<file path="config.mk">
export PLATFORM = sky130hd
export DESIGN_NAME = wb_result_stage
export DESIGN_NICKNAME = d
export VERILOG_FILES = /design/src/rtl/wb_pkg.sv /design/src/rtl/load_align.sv /design/src/rtl/wb_result_stage.sv
export SDC_FILE = /design/constraint.sdc
export NUM_CORES = 1
export LEC_CHECK = 0
export ABC_AREA = 1
export BUFFER_PORTS_ARGS = -buffer_cell sky130_fd_sc_hd__buf_2
export CAP_MARGIN = 20
export CORE_MARGIN = 2
export CORE_UTILIZATION = 40
export DETAILED_ROUTE_END_ITERATION = 8
export PLACE_DENSITY_LB_ADDON = 0.05
export SKIP_CTS_REPAIR_TIMING = 1
export SLEW_MARGIN = 10
export SYNTH_ARGS = -nofsm -noshare
export SYNTH_HDL_FRONTEND = slang
export SYNTH_SLANG_ARGS = --single-unit
</file>
<file path="constraint.sdc">
create_clock -name clk -period 4.5 [get_ports clk]
set_clock_uncertainty 0.1 [all_clocks]
set_input_delay 0.225 -clock clk [delete_from_list [all_inputs] [get_ports clk]]
set_output_delay 0.225 -clock clk [all_outputs]
set_load 0.01 [all_outputs]
</file>
<file path="src/rtl/wb_pkg.sv">
// rtl/wb_pkg.sv - shared encodings and beat type for the writeback stage
package wb_pkg;

    localparam int WB_XLEN_MAX = 64;

    localparam logic [1:0] RES_ALU  = 2'b00;
    localparam logic [1:0] RES_LOAD = 2'b01;
    localparam logic [1:0] RES_PC4  = 2'b10;
    localparam logic [1:0] RES_IMM  = 2'b11;

    localparam logic [2:0] F3_LB  = 3'b000;
    localparam logic [2:0] F3_LH  = 3'b001;
    localparam logic [2:0] F3_LW  = 3'b010;
    localparam logic [2:0] F3_LD  = 3'b011;
    localparam logic [2:0] F3_LBU = 3'b100;
    localparam logic [2:0] F3_LHU = 3'b101;
    localparam logic [2:0] F3_LWU = 3'b110;

    // result is sized for the widest core; narrower builds use the low bits
    typedef struct packed {
        logic [WB_XLEN_MAX-1:0] result;
        logic [4:0]             rd;
        logic                   reg_write;
        logic                   misaligned;
    } wb_beat_t;

endpackage

</file>
<file path="src/rtl/load_align.sv">
// rtl/load_align.sv - shifts raw load data by byte offset and extends per funct3
module load_align
    import wb_pkg::*;
#(
    parameter int XLEN = 32,
    localparam int OFFW = $clog2(XLEN/8)
) (
    input  logic [XLEN-1:0] read_data,
    input  logic [OFFW-1:0] off,
    input  logic [2:0]      funct3,
    output logic [XLEN-1:0] data,
    output logic            misaligned
);

    logic [XLEN-1:0] shifted;

    always_comb begin
        shifted    = read_data >> {off, 3'b000};
        data       = '0;
        misaligned = 1'b0;
        case (funct3)
            F3_LB:  data = XLEN'($signed(shifted[7:0]));
            F3_LBU: data = XLEN'(shifted[7:0]);
            F3_LH: begin
                data       = XLEN'($signed(shifted[15:0]));
                misaligned = off[0];
            end
            F3_LHU: begin
                data       = XLEN'(shifted[15:0]);
                misaligned = off[0];
            end
            F3_LW: begin
                data       = XLEN'($signed(shifted[31:0]));
                misaligned = |off[1:0];
            end
            F3_LWU: begin
                // only encodable on RV64
                if (XLEN == 64) begin
                    data       = XLEN'(shifted[31:0]);
                    misaligned = |off[1:0];
                end else begin
                    misaligned = 1'b1;
                end
            end
            F3_LD: begin
                if (XLEN == 64) begin
                    data       = shifted;
                    misaligned = |off;
                end else begin
                    misaligned = 1'b1;
                end
            end
            default: misaligned = 1'b1;
        endcase
        if (misaligned) data = '0;
    end

endmodule

</file>
<file path="src/rtl/wb_result_stage.sv">
// rtl/wb_result_stage.sv - registered writeback select with two-entry skid buffer and forwarding port
module wb_result_stage
    import wb_pkg::*;
#(
    parameter int XLEN = 32
) (
    input  logic            clk,
    input  logic            reset,
    input  logic            in_valid,
    output logic            in_ready,
    input  logic [XLEN-1:0] alu_result,
    input  logic [XLEN-1:0] read_data,
    input  logic [XLEN-1:0] pc_plus_4,
    input  logic [XLEN-1:0] imm_ext,
    input  logic [1:0]      result_src,
    input  logic [2:0]      funct3,
    input  logic [4:0]      rd,
    input  logic            reg_write,
    output logic            out_valid,
    input  logic            out_ready,
    output logic [XLEN-1:0] result,
    output logic [4:0]      out_rd,
    output logic            out_reg_write,
    output logic            out_misaligned,
    output logic            fwd_valid,
    output logic [4:0]      fwd_rd,
    output logic [XLEN-1:0] fwd_data
);

    localparam int OFFW = $clog2(XLEN/8);

    logic [XLEN-1:0] ld_data;
    logic            ld_mis;
    logic [XLEN-1:0] sel;
    logic            bad_load;
    wb_beat_t        beat;

    load_align #(.XLEN(XLEN)) u_load_align (
        .read_data  (read_data),
        .off        (alu_result[OFFW-1:0]),
        .funct3     (funct3),
        .data       (ld_data),
        .misaligned (ld_mis)
    );

    always_comb begin
        sel = '0;
        case (result_src)
            RES_ALU:  sel = alu_result;
            RES_LOAD: sel = ld_data;
            RES_PC4:  sel = pc_plus_4;
            RES_IMM:  sel = imm_ext;
            default:  sel = '0;
        endcase
        bad_load        = (result_src == RES_LOAD) && ld_mis;
        beat.result     = bad_load ? '0 : WB_XLEN_MAX'(sel);
        beat.rd         = rd;
        beat.reg_write  = reg_write && (rd != 5'd0) && !bad_load;
        beat.misaligned = bad_load;
    end

    wb_beat_t main_q, skid_q;
    logic     main_valid, skid_valid;
    logic     accept, main_free;

    assign in_ready  = ~skid_valid;
    assign accept    = in_valid & in_ready;
    assign main_free = ~main_valid | out_ready;

    always_ff @(posedge clk or posedge reset) begin
        if (reset) begin
            main_q     <= '0;
            skid_q     <= '0;
            main_valid <= 1'b0;
            skid_valid <= 1'b0;
        end else if (main_free) begin
            // skid_valid implies in_ready=0, so a refill from skid never races a new beat
            if (skid_valid) begin
                main_q     <= skid_q;
                main_valid <= 1'b1;
                skid_valid <= 1'b0;
            end else if (accept) begin
                main_q     <= beat;
                main_valid <= 1'b1;
            end else begin
                main_valid <= 1'b0;
            end
        end else if (accept) begin
            skid_q     <= beat;
            skid_valid <= 1'b1;
        end
    end

    assign out_valid      = main_valid;
    assign result         = main_q.result[XLEN-1:0];
    assign out_rd         = main_q.rd;
    assign out_reg_write  = main_q.reg_write;
    assign out_misaligned = main_q.misaligned;

    assign fwd_valid = main_valid & main_q.reg_write;
    assign fwd_rd    = main_q.rd;
    assign fwd_data  = result;

endmodule

</file>
; ---- After elaboration in Yosys (flattened, before gate mapping)
; Cells that the tools add are included.
[op_classes]
n_eq_ne = 7
shift = 1
n_mux = 11
bitwise = 6
n_reduce_logical = 14
[ops]
columns = op, count
row1 = $pmux 32 s5, 1
row2 = $pmux 32 s4, 1
row3 = $mux 39, 2
row4 = $mux 32, 2
row5 = $shr 32x5->32, 1
row6 = $eq 3x3->1 const B, 2
row7 = $reduce_or 2->1, 3
row8 = $reduce_bool 5->1, 1
row9 = $eq 2x2->1 const B, 2
row10 = $mux 1, 4
row11 = $reduce_and 2->1, 2
row12 = $reduce_bool 2->1, 2
row13 = $eq 3x1->1 const B, 1
row14 = $eq 3x2->1 const B, 1
row15 = $logic_and 1x1->1, 3
row16 = $logic_not 3->1, 1
row17 = $not 1->1, 3
row18 = $pmux 1 s3, 1
row19 = $and 1x1->1, 2
row20 = $eq 2x1->1 const B, 1
row21 = $logic_not 2->1, 1
row22 = $logic_not 1->1, 1
row23 = $or 1x1->1, 1
[totals]
regBits = 80
in_bits = 143
output_inout_bits = 79
wordCells = 49

; ---- Longest topological paths before layout
[logic_depth]
word_depth = 8
mapped_depth = 13
mapped_depth_nobuf = 11

; ---- By module
; Synthesis repeated with hierarchy kept, for this count alone.
[hier_totals]
cells_unflattened = 1010
hier_area_um2 = 6226.0
[by_module_without_submodules]
columns = mod, instances, cells_each, area_each_um2, seq_area_each_um2
row1 = wb_result_stage, 1, 780, 5144.9, 2001.9
row2 = load_align, 1, 230, 1081.0, 0.0

; ---- Least setup slack after synthesis
; Ideal clock, no wire load.
[synth_path]
path_kind = register to register
startpoint = register skid_valid
endpoint = register main_q (netlist bit fwd_data[0])
setup_ns = 0.116
arrival_ns = 1.225
required_time_ns = 4.284
path_slack_ns = 3.059
stages_incl_launch_ff = 8
n_path_buf = 1
synth_period_minus_slack_ns = 1.441
path_cell_list = dfrtp_1 > nor2_1 > nor2_4 > inv_2 > clkbuf_1 > nor2_1 > nand2_1 > nand2_1
[synth_between]
elab_chain_cells = 4
word_cells_on_any_way = 5
cone_classes = mux: 1 / bitwise: 2 / reduce/logical: 2
[synth_rtl]
columns = element, line_no
row1 = "start, declared", wb_result_stage.sv:63  ; logic main_valid, skid_valid;
row2 = "start signal, assigned", wb_result_stage.sv:75  ; skid_valid <= 1'b0;
row3 = "start signal, assigned", wb_result_stage.sv:81  ; skid_valid <= 1'b0;
row4 = "start signal, assigned", wb_result_stage.sv:90  ; skid_valid <= 1'b1;
row5 = $not 1->1, wb_result_stage.sv:66  ; assign in_ready = ~skid_valid;
row6 = $and 1x1->1, wb_result_stage.sv:67  ; assign accept = in_valid & in_ready;
row7 = $reduce_bool 2->1 (no line), n/a
row8 = $reduce_and 2->1 (no line), n/a
row9 = "end signal, assigned", wb_result_stage.sv:79  ; main_q <= skid_q;
row10 = "end signal, assigned", wb_result_stage.sv:83  ; main_q <= beat;
row11 = "end, declared", wb_result_stage.sv:62  ; wb_beat_t main_q, skid_q;
; Parallel ways exist; a longest one is shown, timed or not.
; A chain may end at the register's enable or synchronous reset.

; ---- Worst setup path in the final report
[layout_path]
startpoint = register skid_valid
endpoint = register skid_q[9] (netlist name)
[layout_between]
elab_chain_cells = 3
[layout_rtl]
columns = element, line_no
row1 = $not 1->1, wb_result_stage.sv:66
row2 = $and 1x1->1, wb_result_stage.sv:67
row3 = $reduce_and 2->1 (no line), n/a
row4 = "end signal, assigned", wb_result_stage.sv:89  ; skid_q <= beat;
row5 = "end, declared", wb_result_stage.sv:62
; Every way passes these cells.

==> impl_metrics.csv <==
group,metric,value,unit
logic_synthesis,yosysWarnings,0,
grt,number_of_antenna_violations_at_the_first_check_in_global_routing,0,
sta,max_freq,0.370,GHz
power_and_ir_drop,power.density,367,mW/mm^2
clocking,numClockSinks,80,
job,cap_violations,0,
detailed_routing,via_count,6135,
layout,antenna_cells_inserted,0,
worst_setup_path,worst-endpoint-arrival,2.86,ns
layout,final_layout_size_suffix_gt1_share,25.8,%
sta,relSlewSlack,29.7,%
logic_synthesis,synthesis.area,0.00573,mm^2
worst_setup_path,timing.reg2reg.setup_slack,1.79,ns
detailed_routing,drc_errors,0,
clocking,cts_buffers,9,
placement,placed_area,0.00651,mm^2
sta,fin_hold_ws,-0.0409,ns
detailed_routing,post_drt_wl_per_cell,15.6,um
power_and_ir_drop,ir_drop,178,uV
detailed_routing,remaining_number_of_nets_flagged_by_the_antenna_check_after_routing,0,
layout,mostFrequentLayoutCell,"sky130_fd_sc_hd__nand2_1",
floorplanning,floorplan.core_area,0.0139,mm^2
power_and_ir_drop,cellLeakagePower,0.00390,uW
placement,dpl.hpwl,13800,um
clocking,tritoncts,"built",
grt,globalRouteTotalUtil,25.8,%
run_status,failed_checks,"hold timing",
floorplanning,fp-row-count,43,
clocking,cts.root.buffer_cell,"sky130_fd_sc_hd__clkbuf_16",
layout,fin_cells,1215,
placement,pre_cts_slack,1.80,ns
sta,worstMarginPinSlew,1.05,ns
logic_synthesis,postSynthNetCount,1026,
logic_synthesis,synth.avg_cell_area,6.48,um^2
worst_setup_path,critPathCaptureType,"flip-flop",
grt,first_global_vias,5542,
floorplanning,top_level_ports,222,
detailed_routing,dr.pass1.iters,5,
logic_synthesis,synth.yosys.seq_area_share,35.0,%
detailed_routing,avgViaCountPerCell,5.05,
logic_synthesis,synthesis.instances,883,
placement,numPortBuffers,221,
layout,design_area,0.00682,mm^2
sta,post-route-period-util,60.1,%
grt,grt_overflow_total,0,
sta,final.setup.tns,0,ns
placement,placedCellCount,1199,
placement,routabilityCongestion,0.852,
floorplanning,die-height,124,um
detailed_routing,wl,18900,um
detailed_routing,number_of_drc_violations_after_detailed_routing_iteration_0,350,
layout,final_nets,1173,
layout,finish.utilization,49.0,%
sta,final-hold-violation-count,49,
sta,period_minus_slack,2.71,ns
layout,layout.cells.most_common_list,"337 x sky130_fd_sc_hd__nand2_1, 221 x sky130_fd_sc_hd__buf_2, 121 x sky130_fd_sc_hd__nand3_1",
floorplanning,initial_core_util,41.1,%
grt,grt_pass1_wl,30000,um
logic_synthesis,ys_seq_elements,80,
clocking,clkLatencyLatePin,0.34,ns
worst_setup_path,worstSetupStartpointType,"flip-flop",
layout,area_growth_syn_to_layout,19.2,%
floorplanning,fp.dieArea,0.0153,mm^2
run_status,status,"complete, but fails checks",
logic_synthesis,synth.lib_cells_used.distinct,31,
worst_hold_path,worstHoldPathType,"in -> async",
sta,drv_slew,0,
sta,setup_slack,1.79,ns
clocking,htreeDepth,3,
sta,finalSetupViolCount,0,
worst_setup_path,worst_ep_required_time,4.65,ns
sta,grt_setup_unrepaired,"false",
floorplanning,floorplan.die.width,124,um
clocking,clk_path_buf_depth,2,
grt,grt_max_degree,62,
clocking,worst_setup_hold_path_clk_slew,0.06,ns
worst_setup_path,path_class,"reg -> reg",
worst_setup_path,critical_path_peak_fanout,52,
## cells in the mapped netlist
library cell	instances	area, um^2
sky130_fd_sc_hd__buf_6	6	67.6
sky130_fd_sc_hd__buf_1	6	22.5
sky130_fd_sc_hd__nor2_4	3	33.8
sky130_fd_sc_hd__inv_8	1	11.3
sky130_fd_sc_hd__o21ai_1	21	105
sky130_fd_sc_hd__nor2_8	1	20.0
sky130_fd_sc_hd__o211ai_2	1	12.5
sky130_fd_sc_hd__nor2_1	68	255
sky130_fd_sc_hd__nand4_1	17	106
sky130_fd_sc_hd__inv_2	5	18.8
sky130_fd_sc_hd__nand2_1	337	1260
sky130_fd_sc_hd__clkbuf_1	14	52.6
sky130_fd_sc_hd__inv_1	60	225
sky130_fd_sc_hd__dfrtp_1	80	2000
sky130_fd_sc_hd__nand2_2	4	25.0
sky130_fd_sc_hd__nand2_4	1	11.3
sky130_fd_sc_hd__o21ai_0	15	75.1
sky130_fd_sc_hd__a41oi_1	2	17.5
sky130_fd_sc_hd__a21oi_1	39	195
sky130_fd_sc_hd__nand3_2	4	40.0
sky130_fd_sc_hd__nor2_2	1	6.26
sky130_fd_sc_hd__buf_4	43	323
sky130_fd_sc_hd__o21ai_2	1	8.76
sky130_fd_sc_hd__o22ai_2	3	37.5
sky130_fd_sc_hd__nand3_1	121	606
sky130_fd_sc_hd__nor4_1	1	6.26
sky130_fd_sc_hd__a31oi_1	5	31.3
sky130_fd_sc_hd__o211ai_1	1	7.51
sky130_fd_sc_hd__o31ai_2	1	12.5
sky130_fd_sc_hd__buf_8	2	30.0
sky130_fd_sc_hd__buf_2	19	95.1
## kinds of logic (layout without fill, tap and decap cells)
logic type	after synthesis	count (layout)	share of synthesized area [%]
and+or+nand+nor	558	558	41.5
buffers and inverters	156	308	14.8
AOI/OAI and AO/OA	89	89	8.79
DFF	80	80	35.0
## cell type report
cell class,count,area [um^2]
Fill cell,1522,7110
Multi-Input combinational cell,647,2880
Clock inverter,3,65.1
Sequential cell,80,2000
Tap cell,180,225
Clock buffer,13,250
Inverter,66,256
Timing Repair Buffer,226,1140
## critical path: stages, from the launching register on
cell	delay [ns]
sky130_fd_sc_hd__dfrtp_1	0.66
sky130_fd_sc_hd__inv_2	0.16
sky130_fd_sc_hd__nand3_2	0.48
sky130_fd_sc_hd__inv_2	0.90
sky130_fd_sc_hd__nor2_1	0.12
sky130_fd_sc_hd__a41oi_1	0.20
## routing by layer
metal,vias to the layer above,global-route usage (%),wire [um]
li1,3089,-,-
met1,2793,38.9,9250
met2,236,38.9,8330
met3,17,3.71,1140
met4,0,6.25,227
met5,-,0,0
## through the flow
step                hold WS, ns  total power, uW
finish                  -0.0409             2500
global route             0.0167             2670
CTS                     -0.0107             2520
detailed placement        0.354             1720
global placement          0.361             1720
floorplan                 0.235             1500
## final timing paths
| kind | startpoint | end | depth (start not counted) |
|---|---|---|---|
| min in group clk | rd[2] | skid_q[4]$_DFFE_PP0P_ | 3 |
| max in group asynchronous | reset | skid_q[8]$_DFFE_PP0P_ | 3 |
| max reg2reg | skid_valid$_DFFE_PP0P_ | skid_q[9]$_DFFE_PP0P_ | 5 |
| min | reset | fwd_data[9]$_DFFE_PP0P_ | 2 |
| max | skid_valid$_DFFE_PP0P_ | skid_q[9]$_DFFE_PP0P_ | 5 |
| min reg2reg | skid_q[18]$_DFFE_PP0P_ | skid_q[18]$_DFFE_PP0P_ | 2 |
## registers in the layout (all words and copies together), names as in the netlist
register        flops
skid_q             39
fwd_data           32
fwd_rd              5
out_misaligned      1
out_reg_write       1
out_valid           1
skid_valid          1
## report_power, final
part | switching [uW] | internal, uW | total (uW)
registers | 104 | 870 | 974
clock network | 287 | 501 | 788
logic | 450 | 288 | 739
No activity file was read; power rests on OpenSTA's default activity.
